===== src/rtl/puf_codeword_assembler.sv =====
// PUF codeword assembler: gathers PUF response beats into a codeword, masks it
// with code-offset helper data, drives a BCH decoder wrapper and hands the
// decoded key out over a valid/ack handshake.
// Optional build macro: PUF_ASM_TIMEOUT_EN adds a decode watchdog that aborts
// a decode after C_TIMEOUT cycles in WAIT and pulses O_error.
module puf_codeword_assembler #(
   parameter int C_CODE_BITS = 15,
   parameter int C_DATA_BITS = 7,
   parameter int C_IN_BITS   = 1,
   parameter int C_TIMEOUT   = 1024
) (
   input  logic                   I_clk,
   input  logic                   I_rst,
   input  logic                   I_go,
   input  logic                   I_bit_valid,
   input  logic [C_IN_BITS-1:0]   I_bit,
   output logic                   O_bit_ready,
   input  logic [C_CODE_BITS-1:0] I_helper,
   output logic                   O_en,
   output logic                   O_start,
   output logic [C_CODE_BITS-1:0] O_data,
   input  logic                   I_dec_ready,
   input  logic [C_DATA_BITS-1:0] I_dec_data,
   output logic [C_DATA_BITS-1:0] O_key,
   output logic                   O_key_valid,
   input  logic                   I_key_ack,
   output logic                   O_error
);

   localparam int C_BEATS = C_CODE_BITS / C_IN_BITS;
   localparam int CNT_W   = $clog2(C_BEATS + 1);

   typedef enum logic [2:0] {
      S_IDLE,
      S_COLLECT,
      S_LAUNCH,
      S_WAIT,
      S_OUTPUT
   } state_t;

   state_t                 state_q;
   state_t                 state_d;
   logic [CNT_W-1:0]       beat_cnt;
   logic [C_CODE_BITS-1:0] shift_q;
   logic [C_CODE_BITS-1:0] shift_next;
   logic                   beat_take;
   logic                   beat_last;
   logic                   en_d;
   logic                   start_d;
   logic                   ready_d;
   logic                   valid_d;

   // New beat enters at the LSBs so the first beat ends up in the MSBs
   assign shift_next = (shift_q << C_IN_BITS) | C_CODE_BITS'(I_bit);
   assign beat_take  = (state_q == S_COLLECT) && I_bit_valid;
   assign beat_last  = beat_take && (beat_cnt == CNT_W'(C_BEATS - 1));

`ifdef PUF_ASM_TIMEOUT_EN
   localparam int WDOG_W = (C_TIMEOUT > 1) ? $clog2(C_TIMEOUT) : 1;

   logic [WDOG_W-1:0] wait_cnt;
   logic              timeout_hit;

   // Watchdog counts cycles spent in WAIT and restarts from zero on every entry
   always_ff @(posedge I_clk) begin
      if (I_rst) begin
         wait_cnt <= '0;
      end else if (state_q == S_WAIT) begin
         wait_cnt <= wait_cnt + WDOG_W'(1);
      end else begin
         wait_cnt <= '0;
      end
   end

   // Decoder completion in the final watchdog cycle takes priority over the abort
   assign timeout_hit = (state_q == S_WAIT) && !I_dec_ready &&
                        (wait_cnt == WDOG_W'(C_TIMEOUT - 1));

   // Error flag is a registered single-cycle pulse following the abort
   always_ff @(posedge I_clk) begin
      if (I_rst) begin
         O_error <= 1'b0;
      end else begin
         O_error <= timeout_hit;
      end
   end
`else
   assign O_error = 1'b0;
`endif

   // State register
   always_ff @(posedge I_clk) begin
      if (I_rst) begin
         state_q <= S_IDLE;
      end else begin
         state_q <= state_d;
      end
   end

   // Next-state logic; requests arriving in the wrong state are simply ignored
   always_comb begin
      state_d = state_q;
      case (state_q)
         S_IDLE:    if (I_go) state_d = S_COLLECT;
         S_COLLECT: if (beat_last) state_d = S_LAUNCH;
         S_LAUNCH:  state_d = S_WAIT;
         S_WAIT: begin
            if (I_dec_ready) begin
               state_d = S_OUTPUT;
            end
`ifdef PUF_ASM_TIMEOUT_EN
            else if (timeout_hit) begin
               state_d = S_IDLE;
            end
`endif
         end
         S_OUTPUT:  if (I_key_ack) state_d = S_IDLE;
         default:   state_d = S_IDLE;
      endcase
   end

   // Output decode from the upcoming state so the registered outputs line up with it
   always_comb begin
      en_d    = (state_d == S_LAUNCH) || (state_d == S_WAIT);
      start_d = (state_d == S_WAIT);
      ready_d = (state_d == S_COLLECT);
      valid_d = (state_d == S_OUTPUT);
   end

   // Control outputs are registered to keep the decoder interface glitch-free
   always_ff @(posedge I_clk) begin
      if (I_rst) begin
         O_en        <= 1'b0;
         O_start     <= 1'b0;
         O_bit_ready <= 1'b0;
         O_key_valid <= 1'b0;
      end else begin
         O_en        <= en_d;
         O_start     <= start_d;
         O_bit_ready <= ready_d;
         O_key_valid <= valid_d;
      end
   end

   // Datapath: beat collection, masked codeword launch and key capture
   always_ff @(posedge I_clk) begin
      if (I_rst) begin
         beat_cnt <= '0;
         shift_q  <= '0;
         O_data   <= '0;
         O_key    <= '0;
      end else begin
         case (state_q)
            S_IDLE: begin
               if (I_go) begin
                  beat_cnt <= '0;
                  shift_q  <= '0;
               end
            end
            S_COLLECT: begin
               if (beat_take) begin
                  shift_q  <= shift_next;
                  beat_cnt <= beat_cnt + CNT_W'(1);
               end
               if (beat_last) begin
                  O_data <= shift_next ^ I_helper;
               end
            end
            S_WAIT: begin
               if (I_dec_ready) begin
                  O_key <= I_dec_data;
               end
            end
            default: begin
            end
         endcase
      end
   end

endmodule


===== config.mk =====
export PLATFORM = sky130hd
export DESIGN_NAME = puf_codeword_assembler
export DESIGN_NICKNAME = d
export VERILOG_FILES = /design/src/rtl/puf_codeword_assembler.sv
export SDC_FILE = /design/constraint.sdc
export NUM_CORES = 1
export LEC_CHECK = 0
export ABC_AREA = 0
export CAP_MARGIN = 40
export CORE_MARGIN = 8
export CORE_UTILIZATION = 47
export DETAILED_ROUTE_END_ITERATION = 16
export PLACE_DENSITY = 0.91
export SLEW_MARGIN = 20
export SYNTH_ARGS = -nofsm -noshare
export SYNTH_HDL_FRONTEND = slang
export SYNTH_SLANG_ARGS = --single-unit

===== constraint.sdc =====
create_clock -name I_clk -period 1.7 [get_ports I_clk]
set_input_delay 0.51 -clock I_clk [delete_from_list [all_inputs] [get_ports I_clk]]
set_output_delay 0.51 -clock I_clk [all_outputs]
set_load 0.01 [all_outputs]

==> run summary, run 1 <==
STA classifies the critical path endpoint as an output pin. The floorplan has 23 rows. 0 antenna diodes ended up in the layout. STA classifies the critical path startpoint as a flip-flop. Global routing consumed, over all layers together, 15.4% of the routing resources. A synthesized cell averages 9.38 um^2. Iteration count of the initial detailed-routing pass: 4. The first global-routing pass estimated 7.91 mm of wire.

The tightest hold path in the finished design has a slack of 0.488 ns. The source-to-sink clock delay at the later pin of the worst-skew pair was 0.30 ns. The synthesized netlist occupies a cell area of 0.00196 mm^2.

For the number of DRC violations after detailed-routing iteration 0, the log shows 188. After Yosys synthesis, XOR and XNOR cells account for 6.70% of the synthesized area. IR analysis of the VDD net gives a maximum drop of 0.555 mV. Most common cell after layout, fill and taps aside: sky130_fd_sc_hd__dfxtp_1. The total detailed-routing wirelength is 4.95 mm. For this run, the share of the core covered by cells in the final layout is 67.1%. The final clock period utilization by the worst path works out to 98.6%. The tools report the overall via count from detail_route as 1793.

Counting I/O delays and the setup requirement, the final critical path takes 1.68 ns. The basic-gate share of the synthesized area counting and, or, nand and nor cells was 11.9%. The analysis attributes to net switching a power of 458 uW. The tools report the sequential standard cell area as 941 um^2. Of all cell types, the one taking the most synthesized area is sky130_fd_sc_hd__dfxtp_1.

In the final design database the tool counted 300 nets. The starting utilization of the core area was 49.0%. Summed over all nets, the half-perimeter wirelength after detailed placement is 3.73 mm. In the routed design, unresolved DRC markers number 0.

56 I/O pins were placed. After synthesis, the share of cell area in mux cells is 4.09%. After synthesis, the cell types taking the most area are sky130_fd_sc_hd__dfxtp_1 48%, sky130_fd_sc_hd__a21oi_1 9.7%, sky130_fd_sc_hd__xnor2_1 6.7%.

The deepest level of the CTS H-tree is 2. The run finished with clean final reports. For the final-layout setup total negative slack, the log shows 0 ns. The signal on the critical path passes through clkdlybuf4s50_1. The logs give 1.50 mW for the total internal power and 17 for the pin count of the biggest net entering global routing. The synthesis-to-finish area growth came out at 37.0%. After global routing the overflow that remains totals 0.

The synthesized design devotes to its leading area cell type 48.0% of total area. The category of the critical setup timing path is flip-flop to output pin. The tree is rooted in a sky130_fd_sc_hd__clkbuf_8. No sink is reached through more buffers than the 2 on the longest clock path.

The tools report the number of antenna violations at the first check in global routing as 0. In the layout the commonest cells are 47 x sky130_fd_sc_hd__dfxtp_1, 38 x sky130_fd_sc_hd__a21oi_1, 30 x sky130_fd_sc_hd__clkdlybuf4s50_1, 19 x sky130_fd_sc_hd__dlygate4sd2_1, 19 x sky130_fd_sc_hd__buf_4. The register clock-pin slew on the reported worst setup and hold paths was 0.09 ns; the number of distinct library cells after synthesis was 29. Cell depth of the worst min-delay path: 2. In this design, the largest share of critical-path delay is due to buffers and inverters. The peak fanout along the critical path is 1. The routability-driven placement congestion ratio is 0.848, and the adder and majority cell fraction of the synthesized area is 1.28%. The chip height is 80.6 um. The number of hold buffers added after CTS was 0.

The run gives 5 as the number of buffers created by CTS. The ratio of total power to cell area is 729 mW/mm^2. Fill cells in the final layout number 318. The switching power as a share of total power works out to 23.4%.

The number of warnings printed during yosys synthesis is 0, and the final clock skew is 0.00777 ns. Counting flops and latches in the post-synthesis netlist gives 47. The share of the Yosys chip area taken by registers is 48.0%.

For the clock share of power, the log shows 33.6%. The number of buffer and inverter stages on the critical path works out to 1. For this design the static power due to leakage is 1.14 nW. The depth of the critical timing path with buffers and inverters included came out at 1. The average routed wire per standard cell works out to 15.5 um. The cell with the biggest individual delay on the critical path was sky130_fd_sc_hd__clkdlybuf4s50_1. For the worst setup path, the data arrival time is 1.17 ns.

The logs give 1690 for the number of global-route vias before repair and 597 MHz for the highest clock rate. Setup repair after global routing left no endpoint under its margin. In the routed layout, each cell is associated on average with a via count of 5.60. Cells with a size suffix above 1 make up 11.9% of the layout.

The core region is 0.00400 mm^2. The die covers 0.00649 mm^2. The run gives 1.19 ns as the endpoint required time on the critical path.

Dominant combinational cell family by area after synthesis: compound AO/OA/AOI/OAI gates. The fraction of power consumed by combinational cells was 9.6%; the final max-slew violation count was 0. The number of nets handed over by synthesis was 240. Max-cap violations in this run came to 0. The compound-gate portion of the synthesized area was 21.2%; the remaining antenna violation count after routing was 0. The logs give 47 for the number of clock sinks and 209 for the instance count of the mapped netlist. The largest single stage delay on the critical path is 0.53 ns. The die is 80.6 um wide. The type of the worst min-delay path was flip-flop to flip-flop. The logs give 56.8% for the sequential share of power and 892 um^2 for the area used by multi-input combinational logic. The tools report the number of endpoints with negative hold slack in the final report as 0. During placement, the flow inserted port buffers numbering 54.

The depth of the worst register-to-register path was 6; the count of final setup violators was 0. TritonCTS built the clock tree.
[registers in the layout, summed over array words and instances, names as in the netlist]
| name | cells |
|---|---|
| state_q | 3 |
| O_start | 1 |
| shift_q | 14 |
| O_en | 1 |
| beat_cnt | 4 |
| O_bit_ready | 1 |
| O_key_valid | 1 |
| O_data | 15 |
| O_key | 7 |
[final timing paths]
check                end        start  slack (ns)
max          O_bit_ready  O_bit_ready        0.02
min          beat_cnt[3]  beat_cnt[3]        0.49
max reg2reg   O_data[11]  beat_cnt[0]        0.16
min reg2reg  beat_cnt[3]  beat_cnt[3]        0.49
[stage by stage]
stage / worst slack (ns) / cell area, um^2 / cells / total power [mW]
after global routing: 0.00339 / 2680 / 320 / 2.02
after floorplan: 0.139 / 1960 / 209 / 1.22
after CTS: 0.00339 / 2670 / 320 / 1.98
after detailed placement: -0.249 / 2610 / 312 / 1.32
final: 0.0244 / 2680 / 320 / 1.96
after global placement: -0.215 / 2610 / 312 / 1.32
[kinds of logic after synthesis]
logic type / Yosys count
compound gates: 73
xor+xnor: 15
fa+ha+maj: 2
buf+inv: 24
flops: 47
mux: 8
other cells: 1
simple gates: 39
[tightest hold or removal path, stage by stage, from the launching register on]
cell and delay (ns):
sky130_fd_sc_hd__dfxtp_1 0.33, sky130_fd_sc_hd__o31ai_1 0.07, sky130_fd_sc_hd__a21oi_1 0.06
[timing repair]
action | 4_1_cts | 5_1_grt
buffers inserted | 0 | 0
setup endpoints to repair | 19 | 21
resized for setup | 19 | 6
[cell usage after synthesis]
cell                       number
sky130_fd_sc_hd__ha_1           2
sky130_fd_sc_hd__inv_1          3
sky130_fd_sc_hd__a211o_1        1
sky130_fd_sc_hd__or4b_2         1
sky130_fd_sc_hd__nor2_1        11
sky130_fd_sc_hd__buf_6          4
sky130_fd_sc_hd__nand3_1        1
sky130_fd_sc_hd__and4_4         1
sky130_fd_sc_hd__a211oi_1      15
sky130_fd_sc_hd__and2_0         1
sky130_fd_sc_hd__or4_1          3
sky130_fd_sc_hd__nor3b_2        1
sky130_fd_sc_hd__nand4_1       15
sky130_fd_sc_hd__o31ai_1        2
sky130_fd_sc_hd__conb_1         1
sky130_fd_sc_hd__buf_4          1
sky130_fd_sc_hd__mux2i_1        8
sky130_fd_sc_hd__clkbuf_1      10
sky130_fd_sc_hd__buf_2          5
sky130_fd_sc_hd__nand3b_1       1
sky130_fd_sc_hd__a31o_2         1
sky130_fd_sc_hd__a21oi_1       38
sky130_fd_sc_hd__nand2_1        2
sky130_fd_sc_hd__xnor2_1       15
sky130_fd_sc_hd__o21ai_0       16
sky130_fd_sc_hd__dfxtp_1       47
sky130_fd_sc_hd__nand4b_1       1
sky130_fd_sc_hd__buf_1          1
sky130_fd_sc_hd__or2_1          1
[power by group through the flow]
stage / sequential, mW / combinational [mW] / clock (mW)
finish: 1.11 / 0.188 / 0.657
global route: 1.11 / 0.203 / 0.704
CTS: 1.11 / 0.186 / 0.678
detailed placement: 1.14 / 0.184 / 0
global placement: 1.14 / 0.182 / 0
floorplan: 1.14 / 0.0802 / 0
[layout make-up]
class	count	share of cell area (%)
Sequential cell	47	35.1
Clock inverter	2	0.466
Clock buffer	6	2.70
Timing Repair Buffer	74	25.8
Inverter	3	0.420
Multi-Input combinational cell	138	33.2
Tap cell	50	2.33
[per-layer routing]
metal	track usage, %	part of all wire (%)
met1	16.8	40
met4	6.91	1.9
met3	4.13	6.4
met2	26.9	52
met5	0	0
(Power assumes the default switching activity.)
==> inputs of run 2 (changes only) <==
Settings changed: HOLD_SLACK_MARGIN set to 0.05.
==> results of run 2 <==
The final DEF is identical to that of run 1; final timing and power are the same.
==> inputs of run 3 (changes only) <==
Settings changed: CORE_MARGIN 8 to 2.
==> run summary, run 3 (synthesized netlist as in run 1, its figures left out) <==
The average routed wire per standard cell is 15.1 um (-2.6%), and the final standard cell utilization of the core is 69.0% (+1.9 points). The flow ran to the end, and the final reports show no timing, DRC or antenna violations. Clock period minus worst slack: 1.66 ns (-0.0125 ns). The run gives 3.24 mm (-13%) as the half-perimeter wire length after placement. The critical path is of the flip-flop to output pin type.

In the final layout, the registers with the most flip-flops are O_data (15), shift_q (14), O_key (7). The tools report the total detailed-routing wirelength as 4.82 mm (-2.6%). The run gives 0 (unchanged) as the antenna diode count.

Number of global-route vias before repair: 1651 (-2.3%). The kind of launch point of the worst setup path was a flip-flop. For the global-route wire length before repair, the log shows 7.47 mm (-5.6%). The stage delay of the slowest cell on the critical path came out at 0.53 ns (about the same).

Traced cell by cell, the critical path runs through clkdlybuf4s50_1. The run gives 4 (unchanged) as the iteration count of the initial detailed-routing pass. The top cell types in the final layout, fill and taps aside, are 47 x sky130_fd_sc_hd__dfxtp_1, 38 x sky130_fd_sc_hd__a21oi_1, 32 x sky130_fd_sc_hd__clkdlybuf4s50_1, 20 x sky130_fd_sc_hd__buf_4, 16 x sky130_fd_sc_hd__o21ai_0. The run gives 0 (unchanged) as the number of antenna violations at the first check in global routing.

The run gives 1.29 nW (+13%) as the leakage power. On the critical path the largest part of the delay comes from buffers and inverters. The overall via count from detail_route came out at 1748 (-2.5%).

The die area is 0.00470 mm^2 (-28%), and the final clock period utilization by the worst path is 97.8% (-0.73 points). For the number of nets in the final layout, the log shows 300 (unchanged). The run gives 5 (unchanged) as the number of buffers created by CTS. Arrival time reported for the critical path endpoint: 1.15 ns (-0.02 ns). The total power of the final layout came out at 2.26 mW (+16%). The average vias per placed instance is 5.46 (-2.5%), and the number of buffer and inverter stages on the critical path is 1 (unchanged). The register with the most flip-flops in the final layout is O_data.

The highest clock rate was 601 MHz (+0.75%). The width of the die is 68.6 um (-15%), and the number of remaining DRC errors is 0 (unchanged). The starting utilization of the core area was 49.0% (unchanged); the remaining antenna violation count after routing was 0 (unchanged).

The global router's overall resource usage is 21.2% (+5.8 points), and the number of buffers on the longest clock path is 2 (unchanged). The end of the worst hold path was beat_cnt[3]. The ratio of total power to cell area is 821 mW/mm^2 (+13%).

STA classifies the critical path endpoint as an output pin. The run gives 56 (unchanged) as the number of top-level pins. The final worst slack was 0.0369 ns (+0.0125 ns); the global-route congestion overflow total was 0 (unchanged). The routability-driven placement congestion ratio is 0.877 (+3.3%). The endpoint required time on the critical path was 1.19 ns (about the same); the register clock-pin slew on the reported worst setup and hold paths was 0.08 ns (about the same).

The depth of the worst register-to-register path is 3 (-3), and the pin count of the biggest net entering global routing is 17 (unchanged). The peak fanout along the critical path came out at 2 (+1). The worst flop-to-flop path endpoint is beat_cnt[3]. The count of final setup violators was 0 (unchanged). In this run the worst hold path is classified as flip-flop to flip-flop. The synthesis-to-finish area growth came out at 40.8%.

In this run the clock root is driven by a sky130_fd_sc_hd__clkbuf_8. The number of flip-flops under the largest register name is 15 (unchanged). The library cell used most frequently in the layout, excluding fill and tap cells, is sky130_fd_sc_hd__dfxtp_1. The share of cells above drive strength 1 is 11.9% (unchanged). The slowest stage of the critical path belongs to the cell sky130_fd_sc_hd__clkdlybuf4s50_1. Number of port buffers: 54 (unchanged). The cell depth of the worst min-delay path came out at 2 (unchanged). The logs give -0.260 ns (-0.0117 ns) for the worst slack at placement and 0 (unchanged) for the max capacitance violation total. The chip height was 68.6 um (-15%); the number of DRC violations after detailed-routing iteration 0 was 176 (-6.4%).

The worst register-to-register path begins at state_q[1]. The final max-slew violation count came out at 0 (unchanged). The deepest level of the CTS H-tree came out at 2 (unchanged). The placeable core region is 0.00400 mm^2 (unchanged).

The tools report the worst voltage drop across the vdd grid as 0.502 mV (-9.6%). The number of clock sinks was 47 (unchanged); the number of endpoints with negative hold slack in the final report was 0 (unchanged). The number of rows created at floorplan came out at 23 (unchanged). The startpoint of the lowest-slack hold path was beat_cnt[3]. The setup slack of the worst register-to-register path is 0.15 ns (about the same). TritonCTS built the clock tree. The tools report the source-to-sink clock delay at the later pin of the worst-skew pair as 0.30 ns (about the same).

The run gives 0.0138 ns (+0.00600 ns) as the final clock skew.
## run 3: changes by cell type in the layout (fill, tap and decap cells not counted), sizes merged
cell and delta:
clkinvlp -1, clkdlybuf4s50 +2, dlymetal6s2s +10, clkinv -1
bufinv +2, dlygate4sd2 -12
## run 3: power by group
part / internal [mW] / leakage [nW] / switching [mW]
combinational: 0.108 / 0.841 / 0.0861
clock: 0.588 / 0.0654 / 0.371
sequential: 1.11 / 0.379 / 0.00641
total: 1.80 / 1.29 / 0.463
## run 3: worst max-delay path by stage
stage               cells after the start  slack, ns           to   startpoint
floorplan                               7       0.14   O_data[10]  I_bit_valid
global placement                        4      -0.21  beat_cnt[3]  I_bit_valid
detailed placement                      4      -0.26  beat_cnt[3]  I_bit_valid
CTS                                     1      0.006     O_key[5]     O_key[5]
global route                            4     -0.007  beat_cnt[3]  I_bit_valid
finish                                  1       0.04     O_key[3]     O_key[3]
## run 3: final cells by class
type,instances,area (um^2)
clock inverters,2,60.1
flip-flops and latches,47,941
multi-input cells,138,892
clock buffers,6,72.6
fillers,299,1240
well taps,50,62.6
repair buffers,74,719
inverters,3,11.3
## run 3: metrics by stage
| stage | TNS, ns | std cells | hold slack [ns] | instance area, um^2 |
|---|---|---|---|---|
| after floorplan | 0 | 209 | 0.449 | 1960 |
| after global placement | -4.84 | 312 | 0.468 | 2590 |
| after detailed placement | -6.21 | 312 | 0.483 | 2590 |
| after CTS | 0 | 320 | 0.494 | 2720 |
| after global routing | -0.00722 | 320 | 0.522 | 2760 |
| final | 0 | 320 | 0.492 | 2760 |
## run 3: timing repair
action / in CTS / in global routing
setup endpoints to repair: 7 / 25
hold buffers: 0 / 0
buffers inserted: 0 / 0
gates cloned: 0 / 0
resized for setup: 7 / 16
## run 3: per-layer routing
metal	vias up	track usage (%)	wire (um)	share of wire [%]
li1	873	-	-	-
met1	815	25.3	2040	42
met2	50	36.7	2470	51
met3	10	4.71	222	4.6
met4	0	8.25	87	1.8
met5	-	0	0	0
